<file path="src/rtl/cic_decim_comb.sv">
// CIC decimator back end: decimates integrator-rate samples by R, then NUM_STAGES comb stages (M=1).
// Latency NUM_STAGES cycles from decimation capture; no backpressure, one output strobe per frame.
module cic_decim_comb #(
   parameter int ACC_WIDTH   = 20,
   parameter int NUM_STAGES  = 3,
   parameter int RATIO_WIDTH = 5
) (
   input  logic                        clk,
   input  logic                        rst_n,
   input  logic                        valid_in,
   input  logic signed [ACC_WIDTH-1:0] comb_in,
   input  logic [RATIO_WIDTH-1:0]      dec_ratio,
   output logic signed [ACC_WIDTH-1:0] comb_out,
   output logic                        valid_out
);

   localparam logic [RATIO_WIDTH-1:0] ONE = RATIO_WIDTH'(1);

   logic                        load_q, load_d;
   logic [RATIO_WIDTH-1:0]      cnt_q, cnt_d;
   logic [RATIO_WIDTH-1:0]      r_act_q, r_act_d;
   logic signed [ACC_WIDTH-1:0] dec_q, dec_d;
   logic                        v0_q, v0_d;

   logic signed [ACC_WIDTH-1:0] d_q [NUM_STAGES];
   logic signed [ACC_WIDTH-1:0] d_d [NUM_STAGES];
   logic signed [ACC_WIDTH-1:0] y_q [NUM_STAGES];
   logic signed [ACC_WIDTH-1:0] y_d [NUM_STAGES];
   logic [NUM_STAGES-1:0]       v_q, v_d;

   logic signed [ACC_WIDTH-1:0] x_s [NUM_STAGES+1];
   logic [NUM_STAGES:0]         vs;
   logic [RATIO_WIDTH-1:0]      r_in;
   logic [RATIO_WIDTH-1:0]      r_cur;

   // Ratio 0 is treated as 1; the first cycle after reset release uses the port directly.
   always_comb begin
      r_in    = (dec_ratio == '0) ? ONE : dec_ratio;
      r_cur   = load_q ? r_in : r_act_q;
      load_d  = 1'b0;
      cnt_d   = cnt_q;
      r_act_d = load_q ? r_in : r_act_q;
      dec_d   = dec_q;
      v0_d    = 1'b0;
      if (valid_in) begin
         if (cnt_q == r_cur - ONE) begin
            dec_d   = comb_in;
            v0_d    = 1'b1;
            cnt_d   = '0;
            r_act_d = r_in;
         end else begin
            cnt_d = cnt_q + ONE;
         end
      end
   end

   always_comb begin
      x_s[0] = dec_q;
      vs[0]  = v0_q;
      for (int k = 0; k < NUM_STAGES; k++) begin
         x_s[k+1] = y_q[k];
         vs[k+1]  = v_q[k];
      end
      for (int k = 0; k < NUM_STAGES; k++) begin
         d_d[k] = d_q[k];
         y_d[k] = y_q[k];
         v_d[k] = vs[k];
         if (vs[k]) begin
            d_d[k] = x_s[k];
            y_d[k] = x_s[k] - d_q[k];
         end
      end
   end

   always_ff @(posedge clk or negedge rst_n) begin
      if (!rst_n) begin
         load_q  <= 1'b1;
         cnt_q   <= '0;
         r_act_q <= ONE;
         dec_q   <= '0;
         v0_q    <= 1'b0;
         v_q     <= '0;
         for (int k = 0; k < NUM_STAGES; k++) begin
            d_q[k] <= '0;
            y_q[k] <= '0;
         end
      end else begin
         load_q  <= load_d;
         cnt_q   <= cnt_d;
         r_act_q <= r_act_d;
         dec_q   <= dec_d;
         v0_q    <= v0_d;
         v_q     <= v_d;
         for (int k = 0; k < NUM_STAGES; k++) begin
            d_q[k] <= d_d[k];
            y_q[k] <= y_d[k];
         end
      end
   end

   assign comb_out  = y_q[NUM_STAGES-1];
   assign valid_out = v_q[NUM_STAGES-1];

endmodule

</file>
<file path="config.mk">
export PLATFORM = sky130hd
export DESIGN_NAME = cic_decim_comb
export DESIGN_NICKNAME = d
export VERILOG_FILES = /design/src/rtl/cic_decim_comb.sv
export SDC_FILE = /design/constraint.sdc
export NUM_CORES = 1
export LEC_CHECK = 0
export ABC_AREA = 1
export CAP_MARGIN = 40
export CORE_ASPECT_RATIO = 0.6
export CORE_MARGIN = 5
export CORE_UTILIZATION = 28
export CTS_BUF_LIST = sky130_fd_sc_hd__clkbuf_16
export DETAILED_ROUTE_END_ITERATION = 16
export HOLD_SLACK_MARGIN = 0.08
export SLEW_MARGIN = 40
export SYNTH_ARGS = -nofsm -noshare
export SYNTH_HDL_FRONTEND = slang
export SYNTH_SLANG_ARGS = --single-unit
export TNS_END_PERCENT = 1
</file>
<file path="constraint.sdc">
create_clock -name clk -period 6.7 [get_ports clk]
set_clock_uncertainty 0.2 [all_clocks]
set_input_delay 1.34 -clock clk [delete_from_list [all_inputs] [get_ports clk]]
set_output_delay 1.34 -clock clk [all_outputs]
set_load 0.02 [all_outputs]
</file>
==> impl_metrics.toml <==
[status]
status = "completed"

[die]
rows = 53
die_h_um = 156
initial_utilization_pct = 28.4
coreArea_mm2 = 0.0351
dieArea_mm2 = 0.0396
fp.dieW_um = 254
ios = 49

[cts]
clock-sinks = 155
post-cts-setup-buffers = 0
clk_latency_ps = 430
cts_tree = "done"
htreeDepth = 4
cts_hold_buf = 0
numCtsBuffers = 17
cts_buffer_depth = 2
post_cts_resized = 0
clkSlewWorstSetupHoldPaths_ps = 70
clockRootBuffer = "clkbuf_16"

[timing]
hold_viol = 0
period_needed_ps = 3690
setup_viol = 0
slew_headroom_pct = 56.3
clock.fmax_mhz = 271
setup_tns_ps = 0
fin_crit_sh_pct = 55.1
rsz0062_at_grt = "false"
worst_slew_pin_slew_ps = 654
slew_violations = 0

[drt]
routed_wl_mm = 23.7
first_iter_violations = 719
avgViaCountPerCell = 4.53
drc = 0
ant_nets = 0
vias = 8605
wl_per_cell_um = 12.5
first_pass_iters = 5

[worst_setup_path]
critical_path_class = "in -> reg"
startpoint = "dec_ratio[1]"
cp-start-kind = "primary input"
worstPathMaxFanout = 26
timing.rr.start = "load_q$_DFF_PN1_"
cp.arrival_ps = 3860
required_ps = 6870
crit_path_end_kind = "flop"

[flow_run]
cap_violations = 0

[place]
dpl.hpwl_mm = 17.8
gp_congestion = 0.933
placed_cells = 1867
portBuffers = 48

[global_route]
antenna_found_initial = 0
grt.overflow.total = 0
track_usage_pct = 12.4
first_global_vias = 8029
grt_max_degree = 110
grt_first_pass_wirelength_mm = 40.8

[logic_synthesis]
syn_area_mm2 = 0.00998
synth_xor_xnor_area_share_pct = 1.93
seq_area_frac_synth_pct = 38.9
synth-adder-area-share_pct = 8.00
netlist_instances = 1402
synthSimpleGateAreaFrac_pct = 32.5
avgSynthCellArea_um2 = 7.12
ys_seq_elements = 155
synth_top_area_cell = "dfrtp_1"
synthesis.nets = 1492
ys_warn_count = 0
muxShareOfSynthArea_pct = 0
synth_top_family_by_area = "simple AND/OR/NAND/NOR gates"
synthTopCellsByArea = "dfrtp_1 (38%), nand2_1 (19%), ha_1 (7.4%), inv_1 (7.2%), nand3_1 (4.8%)"
yosys.cell_types.count = 34
synth_compound_area_share_pct = 8.19
synth_top_area_share_pct = 38.4

[power]
p_per_area_mw_per_mm2 = 564
p_leak_nw = 5.94
peakVddDrop_v = 0.000249

[cells_and_area]
nets = 1510
fin_cells = 1900
syn2layout_area_growth_pct = 15.0
mostFrequentLayoutCell = "nand2_1"
final_cell_mix = "nand2_1 (510), inv_1 (188), dfrtp_1 (153)"
drive_gt1_share_pct = 4.12
n_antenna_cell = 0

[hold_path]
min_path_type = "reg -> reg"
min_from = "comb_out[7]$_DFFE_PN0P_"
==> cell families (layout without fill, tap and decap cells) <==
kind of cell / Yosys count / in the layout
other: 1 / 1
XOR/XNOR: 22 / 22
adder cells (fa/ha/maj): 62 / 62
flip-flops: 155 / 155
buffers and inverters: 248 / 279
AND/OR/NAND/NOR: 759 / 759
AO/OA/AOI/OAI: 155 / 155
==> cell usage after synthesis <==
cell and n:
inv_4 1, nor2_4 1, o21ai_1 1, or2_1 1, nand2b_1 2, dfstp_2 2, or2_2 4, clkbuf_1 28
buf_6 3, a21oi_1 51, a21o_1 3, xor2_1 7, nand2_1 510, dfrtp_1 153, nand4_1 59, nand2_4 2
nand3_2 2, fa_1 3, inv_1 191, nand3b_1 16, nand2_2 2, nand4_2 1, nor2_1 62, xnor2_1 15
inv_2 1, o21ai_2 1, o21ai_0 87, nor3_1 1, conb_1 1, buf_2 2, o21bai_1 12, ha_1 59
buf_4 22, nand3_1 96
==> final cells by class <==
type / instances / area [µm²]
Timing Repair Buffer: 54 / 551
Fill cell: 3673 / 23600
Sequential cell: 155 / 3880
Clock inverter: 15 / 238
Clock buffer: 17 / 425
Tap cell: 467 / 584
Inverter: 193 / 727
Multi-Input combinational cell: 999 / 5060
==> registers in the layout (all words and copies together), names as in the netlist <==
register / cells
r_act_q: 5
dec_q: 20
cnt_q: 5
v0_q: 1
load_q: 1
comb_out: 20
d_q: 60
v_q: 3
x_s: 40
==> critical path, stage by stage <==
cell             delay [ps]
clkdlybuf4s50_1         530
nor2_1                   60
nand2_1                  70
nand3_1                 150
nand2_4                 140
ha_1                    190
nand3_2                 120
nor2_1                  140
nand2_1                  60
nand2_1                  60
nand2_1                  80
nor2_4                  510
nand4_1                 260
nand2_1                 130
==> per-stage QoR <==
| step | utilization [%] | hold WS, ps | cell area [µm²] | setup slack [ps] | power [mW] |
|---|---|---|---|---|---|
| after floorplan | - | 225 | 9980 | 3540 | 4.44 |
| after global placement | 30.7 | 265 | 10800 | 2480 | 5.24 |
| after detailed placement | 30.7 | 265 | 10800 | 2420 | 5.30 |
| after CTS | 32.6 | 283 | 11400 | 2890 | 6.44 |
| after global routing | 32.7 | 306 | 11500 | 2780 | 7.16 |
| final | 32.7 | 280 | 11500 | 3010 | 6.47 |
==> power by group <==
group / total (mW) / switching [mW] / leakage [nW] / internal (mW)
clock: 1.09 / 0.420 / 0.316 / 0.669
sequential: 1.47 / 0.209 / 2.05 / 1.26
combinational: 3.91 / 2.53 / 3.58 / 1.38
==> per-layer routing <==
metal | track usage (%) | routed length [µm] | vias up | share of wire [%]
met2 | 17.5 | 9360 | 149 | 39
li1 | - | - | 4479 | -
met3 | 2.29 | 1110 | 11 | 4.7
met5 | 0 | 0 | - | 0
met4 | 2.50 | 191 | 0 | 0.81
met1 | 19.7 | 13100 | 3966 | 55
==> worst paths after layout <==
check / endpoint / slack, ps / depth (start not counted)
worst max register to register: r_act_q[2]$_DFF_PN0_ / 3910 / 11
min in group asynchronous: d_q[0]$_DFFE_PN0P_ / 560 / 1
max in group asynchronous: d_q[25]$_DFFE_PN0P_ / 4400 / 3
worst min-delay path: comb_out[7]$_DFFE_PN0P_ / 280 / 2
worst max-delay path: r_act_q[2]$_DFF_PN0_ / 3010 / 14
worst min register to register: comb_out[7]$_DFFE_PN0P_ / 280 / 2
Note: power is estimated with default switching activity, not from simulation.
